--- src/rtl/noc_pkg.sv ---
// Shared NoC definitions: flit-type encodings, mesh port indices and the
// output-allocator state type.
package noc_pkg;

    localparam logic [2:0] HEADER  = 3'b001;
    localparam logic [2:0] PAYLOAD = 3'b010;
    localparam logic [2:0] TAIL    = 3'b100;

    localparam int unsigned PORT_N = 0;
    localparam int unsigned PORT_E = 1;
    localparam int unsigned PORT_W = 2;
    localparam int unsigned PORT_S = 3;
    localparam int unsigned PORT_L = 4;

    typedef enum logic {
        IDLE,
        BUSY
    } arb_state_t;

endpackage

--- src/rtl/rr_arbiter.sv ---
// Combinational round-robin picker: first set request at or above ptr,
// wrapping modulo N. Shared with the switch allocator.
module rr_arbiter #(
    parameter int unsigned N     = 5,
    parameter int unsigned IDX_W = 3
) (
    input  logic [N-1:0]     req,
    input  logic [IDX_W-1:0] ptr,
    output logic [N-1:0]     gnt,
    output logic [IDX_W-1:0] idx,
    output logic             any
);

    logic [IDX_W-1:0] cand;

    always_comb begin
        gnt  = '0;
        idx  = '0;
        any  = 1'b0;
        cand = '0;
        for (int unsigned k = 0; k < N; k++) begin
            cand = IDX_W'((32'(ptr) + k) % N);
            if (!any && req[cand]) begin
                gnt[cand] = 1'b1;
                idx       = cand;
                any       = 1'b1;
            end
        end
    end

endmodule

--- src/rtl/noc_output_arbiter.sv ---
// Per-output allocator: round-robin grant on HEADER flits, held until the
// owner's TAIL moves; transfers paced by downstream buffer credits.
module noc_output_arbiter
    import noc_pkg::*;
#(
    parameter int unsigned N_IN      = 5,
    parameter int unsigned BUF_DEPTH = 4,
    parameter int unsigned CNT_W     = 3
) (
    input  logic                clk,
    input  logic                rst,
    input  logic [N_IN-1:0]     req,
    input  logic [3*N_IN-1:0]   flit_id,
    input  logic                credit_in,
    output logic [N_IN-1:0]     grant,
    output logic [N_IN-1:0]     rd_en,
    output logic [2:0]          xbar_sel,
    output logic                valid_out,
    output logic [CNT_W-1:0]    credit_cnt,
    output logic                credit_err
);

    localparam int unsigned IDX_W = 3;

    arb_state_t       state_q, state_d;
    logic [N_IN-1:0]  grant_q, grant_d;
    logic [IDX_W-1:0] sel_q, sel_d;
    logic [IDX_W-1:0] ptr_q, ptr_d;
    logic [CNT_W-1:0] cnt_q, cnt_d;
    logic             err_q, err_d;

    logic [N_IN-1:0]  hdr_req;
    logic [N_IN-1:0]  arb_gnt;
    logic [IDX_W-1:0] arb_idx;
    logic             arb_any;
    logic             owner_req;
    logic [2:0]       owner_flit;
    logic             xfer;

    always_comb begin
        hdr_req    = '0;
        owner_req  = 1'b0;
        owner_flit = '0;
        for (int unsigned i = 0; i < N_IN; i++) begin
            hdr_req[i] = req[i] && (flit_id[3*i +: 3] == HEADER);
            if (sel_q == IDX_W'(i)) begin
                owner_req  = req[i];
                owner_flit = flit_id[3*i +: 3];
            end
        end
    end

    rr_arbiter #(
        .N     (N_IN),
        .IDX_W (IDX_W)
    ) u_rr (
        .req (hdr_req),
        .ptr (ptr_q),
        .gnt (arb_gnt),
        .idx (arb_idx),
        .any (arb_any)
    );

    always_comb begin
        state_d = state_q;
        grant_d = grant_q;
        sel_d   = sel_q;
        ptr_d   = ptr_q;
        rd_en   = '0;
        xfer    = 1'b0;
        unique case (state_q)
            IDLE: begin
                if (arb_any) begin
                    state_d = BUSY;
                    grant_d = arb_gnt;
                    sel_d   = arb_idx;
                end
            end
            BUSY: begin
                // Gated by rst so no FIFO is popped while the router is in reset.
                if (!rst && owner_req && (cnt_q != '0)) begin
                    xfer  = 1'b1;
                    rd_en = grant_q;
                    if (owner_flit == TAIL) begin
                        state_d = IDLE;
                        grant_d = '0;
                        ptr_d   = (sel_q == IDX_W'(N_IN - 1)) ? '0 : sel_q + IDX_W'(1);
                    end
                end
            end
            default: state_d = IDLE;
        endcase
    end

    always_comb begin
        cnt_d = cnt_q;
        err_d = err_q;
        if (credit_in && !xfer) begin
            if (cnt_q == CNT_W'(BUF_DEPTH)) err_d = 1'b1;
            else                            cnt_d = cnt_q + CNT_W'(1);
        end else if (xfer && !credit_in) begin
            cnt_d = cnt_q - CNT_W'(1);
        end
    end

    always_ff @(posedge clk) begin
        if (rst) begin
            state_q <= IDLE;
            grant_q <= '0;
            sel_q   <= '0;
            ptr_q   <= '0;
            cnt_q   <= CNT_W'(BUF_DEPTH);
            err_q   <= 1'b0;
        end else begin
            state_q <= state_d;
            grant_q <= grant_d;
            sel_q   <= sel_d;
            ptr_q   <= ptr_d;
            cnt_q   <= cnt_d;
            err_q   <= err_d;
        end
    end

    assign grant      = grant_q;
    assign xbar_sel   = sel_q;
    assign valid_out  = |rd_en;
    assign credit_cnt = cnt_q;
    assign credit_err = err_q;

endmodule

--- config.mk ---
export PLATFORM = sky130hd
export DESIGN_NAME = noc_output_arbiter
export DESIGN_NICKNAME = d
export VERILOG_FILES = /design/src/rtl/noc_pkg.sv /design/src/rtl/rr_arbiter.sv /design/src/rtl/noc_output_arbiter.sv
export SDC_FILE = /design/constraint.sdc
export NUM_CORES = 1
export LEC_CHECK = 0
export CAP_MARGIN = 20
export CORE_MARGIN = 2
export CORE_UTILIZATION = 30
export CTS_BUF_LIST = sky130_fd_sc_hd__clkbuf_8
export DETAILED_ROUTE_END_ITERATION = 10
export GPL_TIMING_DRIVEN = 0
export MAX_ROUTING_LAYER = met4
export SLEW_MARGIN = 20
export SYNTH_ARGS = -nofsm -noshare
export SYNTH_HDL_FRONTEND = slang
export SYNTH_SLANG_ARGS = --single-unit
--- constraint.sdc ---
create_clock -name clk -period 4.24 [get_ports clk]
set_input_delay 0.848 -clock clk [delete_from_list [all_inputs] [get_ports clk]]
set_output_delay 0.848 -clock clk [all_outputs]
set_load 0.005 [all_outputs]
==> metrics.yaml, run 1 <==
avgRoutedWirePerCell_microns: 15.8
placementRows: 35
worstSetupStartpointType: "flop"
yosys.cell_types.count: 83
port-buffer-count: 40
rsz0062_at_grt: "false"
whs_ns: 0.477
final.period_utilization: 0.959
clkLatencyLatePin_ns: 0.25
first_global_vias: 2794
synth_top_flop_cell: "dfxtp_1"
antenna_violating_nets_post_route: 0
final_common_cell: "clkdlybuf4s50_1"
ctsHoldBuffers: 0
drive_above_1_share: 0.157
cts-buffers-inserted: 3
number_of_clock_sinks: 16
place.detailed.instances: 522
reg2reg_to: "xbar_sel[2]"
drt_pass1_iterations: 5
critical_path.endpoint: "xbar_sel[2]"
final_core_util: 0.398
p_leak_nw: 1.35
hold_path.class: "reg2reg"
setup_viol: 0
yosysWarningCount: 0
cp.required_ns: 4.35
detailroute.via_count: 3064
routed_wirelength_microns: 8480
synthesis.instances: 371
netlist_area_sq_um: 2780
worst_setup_path_startpoint: "ptr_q[2]"
post-layout-total-power_uw: 481
worstSetupPathDepth: 14
finalNetCount: 471
io_pins: 41
insertedDiodeCount: 0
fmax_ghz: 0.246
critPathMaxStageDelay_ns: 0.49
start_util: 0.305
timing.setup.critical_path_class: "reg2reg"
globalplace.congestion: 0.933
cts_tree: "yes"
synthToLayoutAreaGrowth_pct: 30.5
syn_area_per_cell_sq_um: 7.49
grt_pass1_wl_microns: 13600
dieHeight_microns: 100
crit_family: "compound AO/OA/AOI/OAI gates"
max_slew_margin: 0.389
fin_skew_ns: 0.000689
count_of_flip_flops_with_a_built_in_enable_after_synthesis: 0
detail_route.vias_per_cell: 5.71
layout_common_cells: "clkdlybuf4s50_1, nor2_1, nand2_1"
drt_iter0_markers: 175
postSynthNetCount: 415
clock_tree.htree_level_count: 1
r2r-start: "ptr_q[2]"
synth-seq-area-share: 0.115
worst_r2r_path_depth: 14
clock_tree.buffer_depth: 2
clock_input_transition_at_the_sequential_cells_of_the_worst_setup_and_hold_paths_ns: 0.06
fin_cells: 537
post-dp-hpwl_microns: 6730
drv_slew: 0
grt-ovfl-total: 0
worst_ep_arrival_time_ns: 4.18
core_area_sq_um: 9110
reg2reg_setup_slack_ns: 0.17
slowest_stage: "dfxtp_1"
hold_violations: 0
antenna_violations_before_repair: 0
critPathMaxFanout: 10
fraction_of_registers_with_async_set_reset: 0
cts_root_buffer: "clkbuf_8"
layout_min_cycle_time_ns: 4.07
maximum_number_of_pins_on_one_net_before_global_route_repair: 11
totalNegativeSetupSlack_ns: 0
vdd_ir_drop_max_uv: 105
worstMarginPinSlew_ns: 0.904
ys_ff_latch: 16
die_x_microns: 100
p_per_area_nw_per_um2: 133
filler_cell_count: 950
status: "completed"
area_of_the_die_sq_um: 10100
max-cap-violations: 0
path_cells: "buf_2 > buf_4 > inv_1 > ha_1 > clkbuf_1 > or3b_1 > a21oi_1 > a311o_1 > mux2i_1 > o22ai_1 > nand2_1 > mux2_2 > a221oi_1 > a211oi_1"
critPathCaptureType: "flop"
drc: 0
path_buf_inv: 4
grt_util_all_layers: 0.169
-- area by class of cell --
type                    instances  area (sq um)  area share
multi-input cells             317          2430       0.669
clock buffers                   4          55.1      0.0152
plain buffers                  16          96.3      0.0266
flip-flops and latches         16           328      0.0904
repair buffers                 51           487       0.134
inverters                      22          95.1      0.0262
well taps                     111           139      0.0383
-- cell usage after synthesis, drive strengths merged (3+ instances only) --
cell	n	area, sq um
o211a	3	30.0
a32oi	3	33.8
nand2b	9	56.3
a21boi	3	22.5
and3	3	18.8
a21o	3	22.5
nor2	33	124
a21oi	24	131
and2	13	81.3
nor2b	8	50.1
o31ai	5	37.5
a211oi	9	85.1
a41oi	5	43.8
nand2	28	105
nand3b	4	30.0
xnor2	7	80.1
nand3	10	50.1
a221oi	5	61.3
o21a	3	22.5
buf	8	45.0
nor3b	5	37.5
o21ai	19	95.1
mux2	4	48.8
nor3	14	75.1
a31oi	4	25.0
inv	22	82.6
dfxtp	16	320
clkbuf	8	30.0
a211o	3	26.3
nand4b	4	35.0
nor4b	3	41.3
mux2i	6	60.1
nor4bb	6	60.1
or4bb	4	45.0
o22ai	4	25.0
nor4	4	31.3
a311o	3	30.0
ha	20	250
-- state kept, by name, indices dropped and copies added (netlist names) --
signal,flops
state_q,1
credit_err,1
xbar_sel,3
credit_cnt,3
ptr_q,3
grant,5
-- routing by layer --
metal	vias up	GRT usage	part of all wire
li1	1526	-	-
met1	1449	0.233	0.49
met2	80	0.271	0.46
met3	9	0.0209	0.035
met4	0	0.0263	0.011
met5	-	-	0
-- report_power, final --
part           total, mW  internal, mW  switching, mW
Clock              0.135        0.0824         0.0527
Combinational      0.170        0.0918         0.0778
Sequential         0.176         0.162         0.0142
Total              0.481         0.336          0.145
-- through the flow --
stage	setup slack (ns)	area [sq um]
final	0.173	3630
after global routing	0.00417	3630
after CTS	0.0250	3500
after detailed placement	-0.795	3330
after global placement	-0.708	3320
after floorplan	0.0345	2780
-- worst reg2reg max path, delay by kind of cell (launching register included) --
kind | cells | cell delay [ns]
muxes | 2 | 0.60
DFF | 1 | 0.49
adders and majority gates | 1 | 0.28
AOI/OAI and AO/OA | 5 | 1.18
and+or+nand+nor | 2 | 0.62
buffers and inverters | 4 | 0.75
-- what timing repair did --
item,CTS,global route
gates resized for setup,24,21
pin swaps,3,4
setup endpoints to repair,14,9
setup buffers,4,7
-- how the worst min path moves through the flow --
stage / startpoint / to / slack (ns) / cells after the start
6_report: credit_err / credit_err / 0.48 / 2
3_5_place_dp: credit_err / credit_err / 0.47 / 2
2_1_floorplan: credit_err / credit_err / 0.46 / 2
4_1_cts: credit_err / credit_err / 0.48 / 2
3_3_place_gp: credit_err / credit_err / 0.46 / 2
5_1_grt: credit_err / credit_err / 0.53 / 2
-- cells by family (layout without fill, tap and decap cells) --
family                     after synthesis  in the layout  share of synthesized area
AOI/OAI and AO/OA                      118            118                      0.321
xor gates and xnor gates                 7              7                     0.0288
adders and majority gates               22             22                      0.101
buffers and inverters                   38             93                     0.0567
DFF                                     16             16                      0.115
muxes                                   10             10                     0.0392
and+or+nand+nor                        160            160                      0.338
Power figures use the tool's default switching activity.
==> run 2, diff against run 1 <==
--- a/config.mk
+++ b/config.mk
@@ -8,7 +8,7 @@
 export CAP_MARGIN = 20
 export CORE_MARGIN = 2
 export CORE_UTILIZATION = 30
-export CTS_BUF_LIST = sky130_fd_sc_hd__clkbuf_8
+export CTS_BUF_LIST = sky130_fd_sc_hd__clkbuf_16
 export DETAILED_ROUTE_END_ITERATION = 10
 export GPL_TIMING_DRIVEN = 0
 export MAX_ROUTING_LAYER = met4
==> metrics.yaml, run 2 (synthesis gave the netlist of run 1 again) <==
final_core_util: 0.401  # was 0.398
multi_input_comb_area_sq_um: 2430  # about the same
clkLatencyLatePin_ns: 0.25  # about the same
power_frac_clock: 0.347  # was 0.281
detailroute.via_count: 3088  # was 3064
fmax_ghz: 0.246  # about the same
reg2reg_setup_slack_ns: 0.17  # about the same
antenna_violations_before_repair: 0  # unchanged
post-layout-total-power_uw: 531  # was 481 uW
routed_wirelength_microns: 8490  # was 8480 microns
drive_above_1_share: 0.157  # unchanged
hold_path.class: "reg2reg"  # unchanged
detail_route.vias_per_cell: 5.75  # was 5.71
worstSetupStartpointType: "flop"  # unchanged
post-dp-hpwl_microns: 6730  # unchanged
rsz0062_at_grt: "false"  # unchanged
worst_ep_arrival_time_ns: 4.18  # about the same
hold_violations: 0  # unchanged
p_per_area_nw_per_um2: 145  # was 133 nW/um^2
layout.area.seq_sq_um: 328  # unchanged
max_slew_margin: 0.384  # was 0.389
avgRoutedWirePerCell_microns: 15.8  # about the same
placementRows: 35  # unchanged
drt_iter0_markers: 189  # was 175
insertedDiodeCount: 0  # unchanged
critPathMaxFanout: 10  # unchanged
setup_viol: 0  # unchanged
drt_pass1_iterations: 5  # unchanged
drc: 0  # unchanged
vdd_ir_drop_max_uv: 134  # was 105 uV
min_to: "credit_err"  # unchanged
max-cap-violations: 0  # unchanged
worstMarginPinSlew_ns: 0.912  # was 0.904 ns
port-buffer-count: 40  # unchanged
drv_slew: 0  # unchanged
hold_path_startpoint: "credit_err"  # unchanged
worst_setup_path_startpoint: "ptr_q[2]"  # unchanged
whs_ns: 0.474  # was 0.477 ns
fin_skew_ns: 0.00185  # was 0.000689 ns
power.combinational.fraction: 0.321  # was 0.353
antenna_violating_nets_post_route: 0  # unchanged
r2r-start: "ptr_q[2]"  # unchanged
number_of_clock_sinks: 16  # unchanged
die_x_microns: 100  # unchanged
layout_min_cycle_time_ns: 4.07  # about the same
finalNetCount: 471  # unchanged
cts_root_buffer: "clkbuf_16"  # was clkbuf_8
clock_tree.buffer_depth: 2  # unchanged
filler_cell_count: 943  # was 950
cts-buffers-inserted: 3  # unchanged
layout_common_cells: "clkdlybuf4s50_1, nor2_1, nand2_1"  # unchanged
final.period_utilization: 0.960  # was 0.959
clock_input_transition_at_the_sequential_cells_of_the_worst_setup_and_hold_paths_ns: 0.05  # was 0.06 ns
largest_reg_flops: 5  # unchanged
io_pins: 41  # unchanged
seqPwrFrac: 0.333  # was 0.367
start_util: 0.305  # unchanged
final_common_cell: "clkdlybuf4s50_1"  # unchanged
synthToLayoutAreaGrowth_pct: 31.4  # was 30.5%
ctsHoldBuffers: 0  # unchanged
first_global_vias: 2808  # was 2794
area_of_the_die_sq_um: 10100  # unchanged
grt_pass1_wl_microns: 13600  # about the same
clock_tree.htree_level_count: 1  # unchanged
cp.required_ns: 4.35  # about the same
core_area_sq_um: 9110  # unchanged
hold_path_depth: 2  # unchanged
maximum_number_of_pins_on_one_net_before_global_route_repair: 11  # unchanged
cts_tree: "yes"  # unchanged
grt-ovfl-total: 0  # unchanged
grt_util_all_layers: 0.171  # was 0.169
timing.setup.critical_path_class: "reg2reg"  # unchanged
critPathCaptureType: "flop"  # unchanged
reg2reg_to: "xbar_sel[2]"  # unchanged
power_report.internal_total_uw: 379  # was 336 uW
worst_r2r_path_depth: 14  # unchanged
dieHeight_microns: 100  # unchanged
globalplace.congestion: 0.933  # unchanged
p_leak_nw: 1.36  # was 1.35 nW
p_sw_uw: 151  # was 145 uW
switching_share: 0.285  # was 0.301
status: "completed"  # unchanged
## run 2: critical path, stage by stage, from the launching register on
cell      delay, ns
dfxtp_1        0.50
buf_2          0.25
buf_4          0.22
inv_1          0.07
ha_1           0.28
clkbuf_1       0.21
or3b_1         0.42
a21oi_1        0.16
a311o_1        0.28
mux2i_1        0.22
o22ai_1        0.10
nand2_1        0.20
mux2_2         0.37
a221oi_1       0.49
a211oi_1       0.15
## run 2: area by class of cell
type | instances | share of cell area
multi-input combinational | 317 | 0.666
timing repair buffer | 51 | 0.133
sequential | 16 | 0.0898
tap | 111 | 0.0380
buffer | 16 | 0.0264
inverter | 22 | 0.0254
clock buffer | 3 | 0.0206
clock inverter | 1 | 0.00103
## run 2: what timing repair did
item,CTS,global route
gates resized for setup,24,20
pin swaps,3,4
setup endpoints to repair,14,9
setup buffers,4,7
## run 2: worst max-delay path by stage
stage	cells past startpoint	end	slack [ns]
after global routing	10	valid_out	0.01
after floorplan	18	xbar_sel[1]	0.03
after global placement	18	xbar_sel[0]	-0.71
after CTS	19	xbar_sel[0]	0.03
final	14	xbar_sel[2]	0.17
after detailed placement	18	xbar_sel[0]	-0.79
## run 2: power groups by stage
stage	combinational (mW)	clock [mW]	sequential, mW
after floorplan	0.0870	0	0.179
after global placement	0.154	0	0.180
after detailed placement	0.157	0	0.180
after CTS	0.165	0.186	0.177
after global routing	0.186	0.194	0.179
final	0.170	0.184	0.176
## run 2: metal layers
layer  track usage  wire length [microns]
met3        0.0188                    343
met2         0.271                   3920
met1         0.235                   4090
met4        0.0390                    140
met5             -                      0
## run 2: stage by stage
step	TNS, ns	area (sq um)	instances	worst slack, ns
final	0	3650	537	0.168
after global routing	0	3650	537	0.0143
after CTS	0	3530	530	0.0273
after detailed placement	-7.11	3330	522	-0.795
after global placement	-6.09	3320	522	-0.708
after floorplan	0	2780	371	0.0345
==> run 3, diff against run 2 <==
--- a/config.mk
+++ b/config.mk
@@ -5,6 +5,7 @@
 export SDC_FILE = /design/constraint.sdc
 export NUM_CORES = 1
 export LEC_CHECK = 0
+export ABC_AREA = 1
 export CAP_MARGIN = 20
 export CORE_MARGIN = 2
 export CORE_UTILIZATION = 30
==> metrics.yaml, run 3 <==
detailroute.via_count: 2798  # was 3088
number_of_clock_sinks: 16  # unchanged
fraction_of_registers_with_async_set_reset: 0  # unchanged
status: "completed"  # unchanged
whs_ns: 0.478  # was 0.474 ns
clock_tree.buffer_depth: 2  # unchanged
hold_violations: 0  # unchanged
synthesis.instances: 430  # was 371
netlist_area_sq_um: 2540  # was 2780 sq um
largest_reg_flops: 5  # unchanged
maximum_number_of_pins_on_one_net_before_global_route_repair: 11  # unchanged
avgRoutedWirePerCell_microns: 11.8  # was 15.8 microns
antenna_violating_nets_post_route: 0  # unchanged
path_cells: "clkdlybuf4s50_1 > nand2_1 > nand2_1 > a31oi_1 > o311ai_1 > o2111ai_1 > nor2_1 > inv_1 > nor2_1 > nor4_1 > nand2_1 > clkdlybuf4s50_1"  # was buf_2 > buf_4 > inv_1 > ha_1 > clkbuf_1 > or3b_1 > a21oi_1 > a311o_1 > mux2i_1 > o22ai_1 > nand2_1 > mux2_2 > a221oi_1 > a211oi_1
worst_ep_arrival_time_ns: 3.10  # was 4.18 ns
worst_r2r_path_depth: 27  # was 14
p_leak_nw: 1.48  # was 1.36 nW
synth_area_leader_cell: "nand2_1"  # was dfxtp_1
first_global_vias: 2550  # was 2808
critPathMaxStageDelay_ns: 0.49  # was 0.50 ns
p_sw_uw: 500  # was 151 uW
count_of_flip_flops_with_a_built_in_enable_after_synthesis: 0  # unchanged
yosysWarningCount: 0  # unchanged
dieHeight_microns: 96.0  # was 100 microns
post-dp-hpwl_microns: 5720  # was 6730 microns
core_area_sq_um: 8220  # was 9110 sq um
critPathCaptureType: "primary output"  # was flop
grt-ovfl-total: 0  # unchanged
start_util: 0.309  # was 0.305
clkLatencyLatePin_ns: 0.25  # about the same
met2_wirelength_microns: 3200  # was 3920 microns
switching_share: 0.463  # was 0.285
rsz0062_at_grt: "false"  # unchanged
fmax_ghz: 0.253  # was 0.246 GHz
power.combinational.fraction: 0.611  # was 0.321
synth-seq-area-share: 0.126  # was 0.115
p_per_area_nw_per_um2: 343  # was 145 nW/um^2
yosys.area.top_type_share: 0.161  # was 0.115
antenna_violations_before_repair: 0  # unchanged
post_dp_cell_area_sq_um: 3070  # was 3330 sq um
cts_root_buffer: "clkbuf_16"  # unchanged
filler_cell_count: 890  # was 943
place.detailed.instances: 575  # was 522
r2r-start: "ptr_q[1]"  # was ptr_q[2]
most_frequent_cell_on_the_critical_path: "nand2_1"
die_x_microns: 96.0  # was 100 microns
critPathMaxFanout: 5  # was 10
io_pins: 41  # unchanged
setup_viol: 0  # unchanged
post_route_m1_wl_microns: 3410  # was 4090 microns
layout_common_cells: "nand2_1, inv_1, nor2_1"  # was clkdlybuf4s50_1, nor2_1, nand2_1
postSynthNetCount: 474  # was 415
power_frac_clock: 0.171  # was 0.347
routed_wirelength_microns: 6850  # was 8490 microns
cts-buffers-inserted: 3  # unchanged
largest_cells_by_area_after_synthesis: "nand2_1, dfxtp_1, ha_1"  # was dfxtp_1, ha_1, nor2_1
drt_iter0_markers: 142  # was 189
synth_common_cells: "nand2_1, inv_1, nor2_1"  # was nor2_1, nand2_1, a21oi_1
routed.top_layer: "met4"  # unchanged
port-buffer-count: 40  # unchanged
finish.instance_area_sq_um: 3150  # was 3650 sq um
drt_pass1_iterations: 5  # unchanged
totalNegativeSetupSlack_ns: 0  # unchanged
max-cap-violations: 0  # unchanged
clock_input_transition_at_the_sequential_cells_of_the_worst_setup_and_hold_paths_ns: 0.05  # about the same
most_frequent_cell_after_synthesis: "nand2_1"  # was nor2_1
seqPwrFrac: 0.218  # was 0.333
worst_setup_path_startpoint: "req[1]"  # was ptr_q[2]
synthToLayoutAreaGrowth_pct: 24.0  # was 31.4%
fin_skew_ns: 0.00332  # was 0.00185 ns
yosys.cell_types.count: 40  # was 83
vdd_ir_drop_max_uv: 318  # was 134 uV
met3WireLength_microns: 196  # was 343 microns
hold_path_depth: 1  # was 2
worstSetupStartpointType: "input port"  # was flop
layout_min_cycle_time_ns: 3.95  # was 4.07 ns
slowest_stage: "clkdlybuf4s50_1"  # was dfxtp_1
ctsHoldBuffers: 0  # unchanged
detail_route.vias_per_cell: 4.83  # was 5.75
max_slew_margin: 0.588  # was 0.384
final_core_util: 0.383  # was 0.401
multi_input_comb_area_sq_um: 1940  # was 2430 sq um
grt_util_all_layers: 0.156  # was 0.171
min_to: "credit_err"  # unchanged
drive_above_1_share: 0.135  # was 0.157
reg2reg_to: "grant[4]"  # was xbar_sel[2]
drv_slew: 0  # unchanged
placementRows: 33  # was 35
ys_ff_latch: 16  # unchanged
cp.required_ns: 3.39  # was 4.35 ns
globalplace.congestion: 0.884  # was 0.933
final.period_utilization: 0.932  # was 0.960
finalNetCount: 519  # was 471
hold_path.class: "reg2reg"  # unchanged
syn_area_per_cell_sq_um: 5.91  # was 7.49 sq um
cts_tree: "yes"  # unchanged
worstMarginPinSlew_ns: 0.616  # was 0.912 ns
layout.area.seq_sq_um: 320  # was 328 sq um
crit_family: "buffers and inverters"  # was compound AO/OA/AOI/OAI gates
hold_path_startpoint: "credit_err"  # unchanged
final_common_cell: "nand2_1"  # was clkdlybuf4s50_1
fin_cells: 579  # was 537
reg2reg_setup_slack_ns: 0.60  # was 0.17 ns
power_report.internal_total_uw: 580  # was 379 uW
insertedDiodeCount: 0  # unchanged
path_buf_inv: 3  # was 4
area_of_the_die_sq_um: 9220  # was 10100 sq um
clock_tree.htree_level_count: 1  # unchanged
synth_top_flop_cell: "dfxtp_1"  # unchanged
drc: 0  # unchanged
timing.setup.critical_path_class: "in2out"  # was reg2reg
grt_pass1_wl_microns: 11400  # was 13600 microns
run 3: cell families (layout without fill, tap and decap cells):
group,count (synthesis),after routing,synth area share
xor+xnor,4,4,0.0138
buf+inv,72,116,0.110
flops,16,16,0.126
compound gates,66,66,0.163
fa+ha+maj,21,21,0.106
simple gates,251,251,0.481
run 3: cell type report:
class,count,area share
multi-input cells,342,0.616
repair buffers,40,0.127
flip-flops and latches,16,0.102
inverters,68,0.0810
well taps,105,0.0417
clock buffers,3,0.0238
plain buffers,4,0.00755
clock inverters,1,0.00119
run 3: timing repair:
| action | 4_1_cts | 5_1_grt |
|---|---|---|
| resized for setup | 0 | 1 |
| setup buffers | 0 | 0 |
| endpoints found under the setup margin | 0 | 1 |
run 3: power by group through the flow:
| stage | clock (mW) | sequential [mW] | combinational, mW |
|---|---|---|---|
| after global placement | 0 | 0.237 | 0.647 |
| after CTS | 0.188 | 0.236 | 0.660 |
| after detailed placement | 0 | 0.238 | 0.655 |
| final | 0.185 | 0.236 | 0.659 |
| after global routing | 0.192 | 0.245 | 0.748 |
| after floorplan | 0 | 0.234 | 0.446 |
run 3: how the worst max path moves through the flow:
stage	cells after the start	to	slack (ns)
final	12	valid_out	0.29
after global routing	12	valid_out	0.07
after CTS	12	valid_out	0.19
after detailed placement	12	valid_out	0.21
after global placement	12	valid_out	0.13
after floorplan	25	grant[0]	1.13
run 3: through the flow:
stage	setup slack (ns)	power, mW
2_1_floorplan	1.13	0.681
3_3_place_gp	0.135	0.884
3_5_place_dp	0.213	0.893
4_1_cts	0.188	1.08
5_1_grt	0.0686	1.18
6_report	0.290	1.08
run 3: per-layer routing:
metal,vias to the layer above,GRT usage
met5,-,-
met2,50,0.260
met4,0,0.0286
met3,5,0.00940
li1,1497,-
met1,1246,0.211
